## config.mk

```make
export PLATFORM = sky130hd
export DESIGN_NAME = conv1d_mac_sequencer
export DESIGN_NICKNAME = d
export VERILOG_FILES = /design/src/rtl/conv1d_mac_sequencer.sv
export SDC_FILE = /design/constraint.sdc
export NUM_CORES = 1
export LEC_CHECK = 0
export BUFFER_PORTS_ARGS = -buffer_cell sky130_fd_sc_hd__buf_2
export CELL_PAD_IN_SITES_DETAIL_PLACEMENT = 0
export CELL_PAD_IN_SITES_GLOBAL_PLACEMENT = 1
export CORE_ASPECT_RATIO = 1.4
export CORE_MARGIN = 4
export CORE_UTILIZATION = 51
export CTS_CLUSTER_DIAMETER = 60
export DETAILED_ROUTE_END_ITERATION = 10
export PLACE_DENSITY = 0.95
export SYNTH_ARGS = -nofsm -noshare
export SYNTH_HDL_FRONTEND = slang
export SYNTH_SLANG_ARGS = --single-unit
```

## constraint.sdc

```tcl
create_clock -name clk -period 12.6 [get_ports clk]
set_input_delay 0.63 -clock clk [delete_from_list [all_inputs] [get_ports clk]]
set_output_delay 0.63 -clock clk [all_outputs]
set_load 0.05 [all_outputs]
```

## src/rtl/conv1d_mac_sequencer.sv

```systemverilog
// conv1d_mac_sequencer
// Drives the CFU conv1d MAC datapath. A start pulse launches one pass over
// KERNEL_LENGTH*depth taps. Each pass issues one read per cycle to the filter
// buffer and to the input ring buffer, and folds filter * (input + offset)
// into a 32-bit accumulator.
// Optional build macro CONV1D_MAC_SEQ_BIAS_EN adds a 'bias' input. When it is
// defined, the accumulator is seeded with bias instead of zero.
//
// state | meaning
// IDLE  | waiting for start; outputs hold the last result
// RUN   | issuing read k = 0..N-1, one per cycle
// DRAIN | absorbing the final data beat, then flagging done
module conv1d_mac_sequencer #(
  parameter int KERNEL_LENGTH      = 8,
  parameter int MAX_INPUT_CHANNELS = 128,
  parameter int ADDR_W             = 10
) (
  input  logic              clk,
  input  logic              reset,
  input  logic              start,
  input  logic [7:0]        input_depth,
  input  logic [2:0]        start_x,
  input  logic [31:0]       input_offset,
`ifdef CONV1D_MAC_SEQ_BIAS_EN
  input  logic [31:0]       bias,
`endif
  output logic              in_rd_en,
  output logic [ADDR_W-1:0] in_rd_addr,
  input  logic [7:0]        in_rd_data,
  output logic              flt_rd_en,
  output logic [ADDR_W-1:0] flt_rd_addr,
  input  logic [7:0]        flt_rd_data,
  output logic              busy,
  output logic              done,
  output logic              cfg_err,
  output logic [31:0]       acc_out
);

  // One extra bit so that N = KERNEL_LENGTH*MAX_INPUT_CHANNELS is representable.
  localparam int CNT_W = ADDR_W + 1;

  typedef enum logic [1:0] {IDLE, RUN, DRAIN} state_t;

  state_t            state_q;
  logic [CNT_W-1:0]  n_q;
  logic [31:0]       off_q;
  logic [ADDR_W-1:0] in_ptr_q;
  logic [ADDR_W-1:0] flt_ptr_q;
  logic              data_vld_q;
  logic              in_rd_en_q;
  logic              flt_rd_en_q;
  logic              busy_q;
  logic              done_q;
  logic              cfg_err_q;
  logic [31:0]       acc_q;

  logic              depth_ok;
  logic [CNT_W-1:0]  n_start;
  logic [ADDR_W-1:0] ptr_start;
  logic [CNT_W-1:0]  in_ptr_inc;
  logic [ADDR_W-1:0] in_ptr_d;
  logic              last_issue;
  logic [31:0]       acc_init;
  logic signed [31:0] flt_s;
  logic signed [31:0] in_s;
  logic signed [31:0] prod;
  logic [31:0]       acc_d;

  // Start-time decode, ring pointer stepping and MAC arithmetic.
  always_comb begin
    depth_ok   = (input_depth != 8'd0) &&
                 ({24'd0, input_depth} <= 32'(MAX_INPUT_CHANNELS));
    n_start    = CNT_W'(KERNEL_LENGTH) * CNT_W'(input_depth);
    // start_x < KERNEL_LENGTH, so this product is already below N.
    ptr_start  = ADDR_W'(start_x) * ADDR_W'(input_depth);
    in_ptr_inc = {1'b0, in_ptr_q} + CNT_W'(1);
    in_ptr_d   = (in_ptr_inc == n_q) ? '0 : in_ptr_inc[ADDR_W-1:0];
    last_issue = ({1'b0, flt_ptr_q} == (n_q - CNT_W'(1)));
`ifdef CONV1D_MAC_SEQ_BIAS_EN
    acc_init   = bias;
`else
    acc_init   = 32'd0;
`endif
    flt_s      = {{24{flt_rd_data[7]}}, flt_rd_data};
    in_s       = $signed({{24{in_rd_data[7]}}, in_rd_data}) + $signed(off_q);
    prod       = flt_s * in_s;
    acc_d      = acc_q + prod;
  end

  // Sequencer FSM with registered outputs and accumulator.
  always_ff @(posedge clk) begin
    if (reset) begin
      state_q     <= IDLE;
      n_q         <= '0;
      off_q       <= '0;
      in_ptr_q    <= '0;
      flt_ptr_q   <= '0;
      data_vld_q  <= 1'b0;
      in_rd_en_q  <= 1'b0;
      flt_rd_en_q <= 1'b0;
      busy_q      <= 1'b0;
      done_q      <= 1'b0;
      cfg_err_q   <= 1'b0;
      acc_q       <= '0;
    end else begin
      // Read data lands one cycle after its enable.
      data_vld_q <= in_rd_en_q;
      if (data_vld_q) begin
        acc_q <= acc_d;
      end
      case (state_q)
        IDLE: begin
          if (start) begin
            acc_q <= acc_init;
            if (depth_ok) begin
              n_q         <= n_start;
              off_q       <= input_offset;
              in_ptr_q    <= ptr_start;
              flt_ptr_q   <= '0;
              in_rd_en_q  <= 1'b1;
              flt_rd_en_q <= 1'b1;
              busy_q      <= 1'b1;
              done_q      <= 1'b0;
              cfg_err_q   <= 1'b0;
              state_q     <= RUN;
            end else begin
              done_q    <= 1'b1;
              cfg_err_q <= 1'b1;
            end
          end
        end
        RUN: begin
          if (last_issue) begin
            in_rd_en_q  <= 1'b0;
            flt_rd_en_q <= 1'b0;
            state_q     <= DRAIN;
          end else begin
            in_ptr_q  <= in_ptr_d;
            flt_ptr_q <= flt_ptr_q + ADDR_W'(1);
          end
        end
        DRAIN: begin
          busy_q  <= 1'b0;
          done_q  <= 1'b1;
          state_q <= IDLE;
        end
        default: state_q <= IDLE;
      endcase
    end
  end

  assign in_rd_en    = in_rd_en_q;
  assign in_rd_addr  = in_ptr_q;
  assign flt_rd_en   = flt_rd_en_q;
  assign flt_rd_addr = flt_ptr_q;
  assign busy        = busy_q;
  assign done        = done_q;
  assign cfg_err     = cfg_err_q;
  assign acc_out     = acc_q;

endmodule

```

==> flow_metrics.py <==
metrics = {
    "sta": {
        "skew_ns": 0.0192,
        "finalSetupTns_ns": 0,
        "period_needed_ns": 8.23,
        "setup_violations": 0,
        "drv_slew": 0,
        "relSlewSlack": 0.198,
        "worst_slack_ns": 4.37,
        "clock.fmax_ghz": 0.122,
        "finalHoldViolCount": 0,
        "fin_crit_sh": 0.653,
        "rsz0062_at_grt": "no",
        "worst_pin_slew_ns": 1.19,
    },
    "worst_setup_path": {
        "crit_top_cell": "fa_1",
        "cp-end-kind": "flop",
        "required_ns": 12.83,
        "reg2reg_depth": 29,
        "critPathSlowestCell": "fa_1",
        "cpPeakStageDelay_ns": 0.58,
        "crit_type": "primary input to flop",
        "regToRegStartpoint": "off_q[2]",
        "r2r-end": "acc_out[31]",
        "rrSetupSlack_ns": 4.39,
        "critPathMaxFanout": 25,
        "worstPathArrival_ns": 8.46,
        "worstSetupStartpointType": "primary input",
    },
    "place": {
        "gp_congestion": 0.896,
        "portBuffers": 118,
        "dp_hpwl_um": 28300,
        "post-place-ws_ns": 4.05,
    },
    "worst_hold_path": {
        "hold_path_depth": 2,
        "hp-start": "off_q[9]",
        "min_to": "off_q[9]",
        "min_path_type": "flop to flop",
    },
    "routing": {
        "vias": 11400,
        "dr.pass1.iters": 5,
        "routedWlPerCell_um": 17.8,
        "drt-initial-drc-count": 645,
        "ant_nets": 0,
        "drc": 0,
        "drt-total-wl_um": 35800,
        "via_per_inst": 5.68,
    },
    "clock_network": {
        "clockBufferDepth": 2,
        "cts.clk_slew.worst_paths_ns": 0.08,
        "numCtsBuffers": 9,
        "cts_tree": "done",
        "clock_sinks": 99,
        "clk_latency_ns": 0.39,
        "ctsResizeCount": 0,
        "htree_levels": 3,
        "postCtsSetupBuffers": 0,
        "hold_buffers": 0,
        "root_buffer": "clkbuf_16",
    },
    "synthesis": {
        "yosys_most_used_dff": "dfxtp_1",
        "synth_async_sr_flop_share": 0,
        "ys_warn_count": 0,
        "syn_avg_cell_area_um2": 8.53,
        "synth.distinct_cells": 64,
        "ys_ff_latch": 99,
        "synth_cells": 1607,
        "synth_edf_count": 0,
        "netlist_area_um2": 13700,
        "synth_nets": 1974,
        "synth_seq_area_share": 0.145,
    },
    "global_routing": {
        "grt_usage": 0.250,
        "grt_pass1_vias": 12000,
        "grt_overflow_total": 0,
        "grt_max_degree": 62,
        "grt_pass1_wl_um": 59900,
        "antenna_found_initial": 2,
    },
    "power_and_ir_drop": {
        "power.switching_uw": 2310,
        "power.leakage_uw": 0.00703,
        "p_int_uw": 2150,
        "swShare": 0.518,
        "pwr-share-comb": 0.846,
        "max-vdd-ir-drop_mv": 0.174,
        "powerDensity_nw_per_um2": 301,
        "pwr-share-seq": 0.085,
        "p_clk_frac": 0.069,
    },
    "floorplanning": {
        "dieArea_um2": 29600,
        "initial_core_util": 0.522,
        "fp.dieH_um": 202,
        "rows": 70,
        "io_pins": 119,
        "core_area_um2": 26300,
        "die_width_um": 147,
    },
    "layout": {
        "syn_to_final_growth_pct": 8.22,
        "final_cell_mix": "nand2_1, fa_1, inv_1",
        "layout.nets": 2049,
        "multiInputGateArea_um2": 10800,
        "fillers": 2435,
        "drive_gt1_frac": 0.0895,
        "regArea_um2": 1980,
        "layout_commonest_cell": "nand2_1",
    },
    "job": {
        "maxCapViolations": 0,
    },
    "status": {
        "outcome": "completed",
    },
}
==> power groups by stage <==
stage	Clock [uW]	Combinational, uW	Sequential (uW)
2_1_floorplan	0	2840	472
3_3_place_gp	0	3600	385
3_5_place_dp	0	3720	386
4_1_cts	314	3770	379
5_1_grt	324	4270	384
6_report	309	3770	378
==> metrics by stage <==
stage / power, uW / cells / utilization / instance area (um^2) / hold WS, ns
after floorplan: 3310 / 1607 / - / 13700 / 0.440
after global placement: 3980 / 1995 / 0.553 / 14500 / 0.452
after detailed placement: 4110 / 1995 / 0.553 / 14500 / 0.453
after CTS: 4460 / 2011 / 0.565 / 14800 / 0.464
after global routing: 4980 / 2012 / 0.565 / 14800 / 0.476
final: 4460 / 2012 / 0.565 / 14800 / 0.461
==> flip-flops by register name, summed over array words and instances (netlist names), 2 cells and up <==
signal / count
acc_out: 32
off_q: 32
flt_rd_addr: 10
in_rd_addr: 10
n_q: 8
state_q: 2
==> layer usage <==
metal / routed length, um / vias to the layer above / global-route usage
li1: - / 5365 / -
met1: 14500 / 5608 / 0.304
met2: 17900 / 348 / 0.435
met3: 1830 / 98 / 0.0417
met4: 1550 / 2 / 0.110
met5: 7 / - / 0
==> worst max path at each step <==
| stage | startpoint | slack [ns] | end |
|---|---|---|---|
| after detailed placement | in_rd_data[7] | 4.05 | acc_out[31] |
| after global placement | in_rd_data[7] | 4.10 | acc_out[31] |
| after CTS | in_rd_data[7] | 4.45 | acc_out[31] |
| after floorplan | in_rd_data[0] | 5.35 | acc_out[26] |
| after global routing | in_rd_data[7] | 3.89 | acc_out[31] |
| final | in_rd_data[7] | 4.37 | acc_out[31] |
==> critical path, delay by kind of cell <==
family          cells  cell delay (ns)
compound gates     10             2.48
fa+ha+maj           7             3.03
mux                 1             0.13
xor+xnor            2             0.80
buf+inv             2             0.49
simple gates        6             0.86
==> layout make-up <==
class / count / share of cell area
sequential: 99 / 0.134
clock buffer: 9 / 0.0152
multi-input combinational: 1262 / 0.728
clock inverter: 7 / 0.00616
timing repair buffer: 123 / 0.0423
tap: 324 / 0.0273
inverter: 187 / 0.0473
antenna: 1 / 0.000169
==> cell usage after synthesis, types with 2 or more instances <==
cell         n  area [um^2]
clkbuf_1    52          195
a31oi_1      9         56.3
buf_1        5         18.8
o2111ai_1    4         35.0
xnor3_1      3         67.6
nand4_1     13         81.3
o211ai_1     4         30.0
nand2b_1    17          106
nand2_1    225          845
o21ai_1      2         10.0
and3_1      16          100
o21bai_1    11         82.6
o22ai_1      5         31.3
a21oi_1    113          566
o311ai_0     4         35.0
o21ai_0     37          185
a2111oi_2    2         30.0
o221a_2      2         22.5
a21o_1      23          173
nor3_1      21          105
nor2b_1     32          200
a21boi_0     5         37.5
or4_1        3         22.5
o221ai_1     2         17.5
a311oi_1     2         17.5
or2_2        2         12.5
a211o_1      4         35.0
a221oi_1     5         43.8
dfxtp_1     99         1980
o31ai_1      3         22.5
a211oi_1     8         60.1
nor3b_1      5         37.5
xnor2_1     57          499
o21a_1       7         52.6
fa_1       195         3900
nand3_1     15         75.1
mux2i_1     22          220
nor2_1     111          417
inv_1      186          698
and2_1     112          701
ha_1       110         1380
xor2_1      32          280
==> logic make-up after synthesis <==
kind of cell | after synthesis | synth area share
and+or+nand+nor | 577 | 0.200
adders and majority gates | 305 | 0.385
AOI/OAI and AO/OA | 265 | 0.123
buffers and inverters | 246 | 0.0677
DFF | 99 | 0.145
xor gates and xnor gates | 93 | 0.0635
muxes | 22 | 0.0161
(Power assumes the default switching activity.)
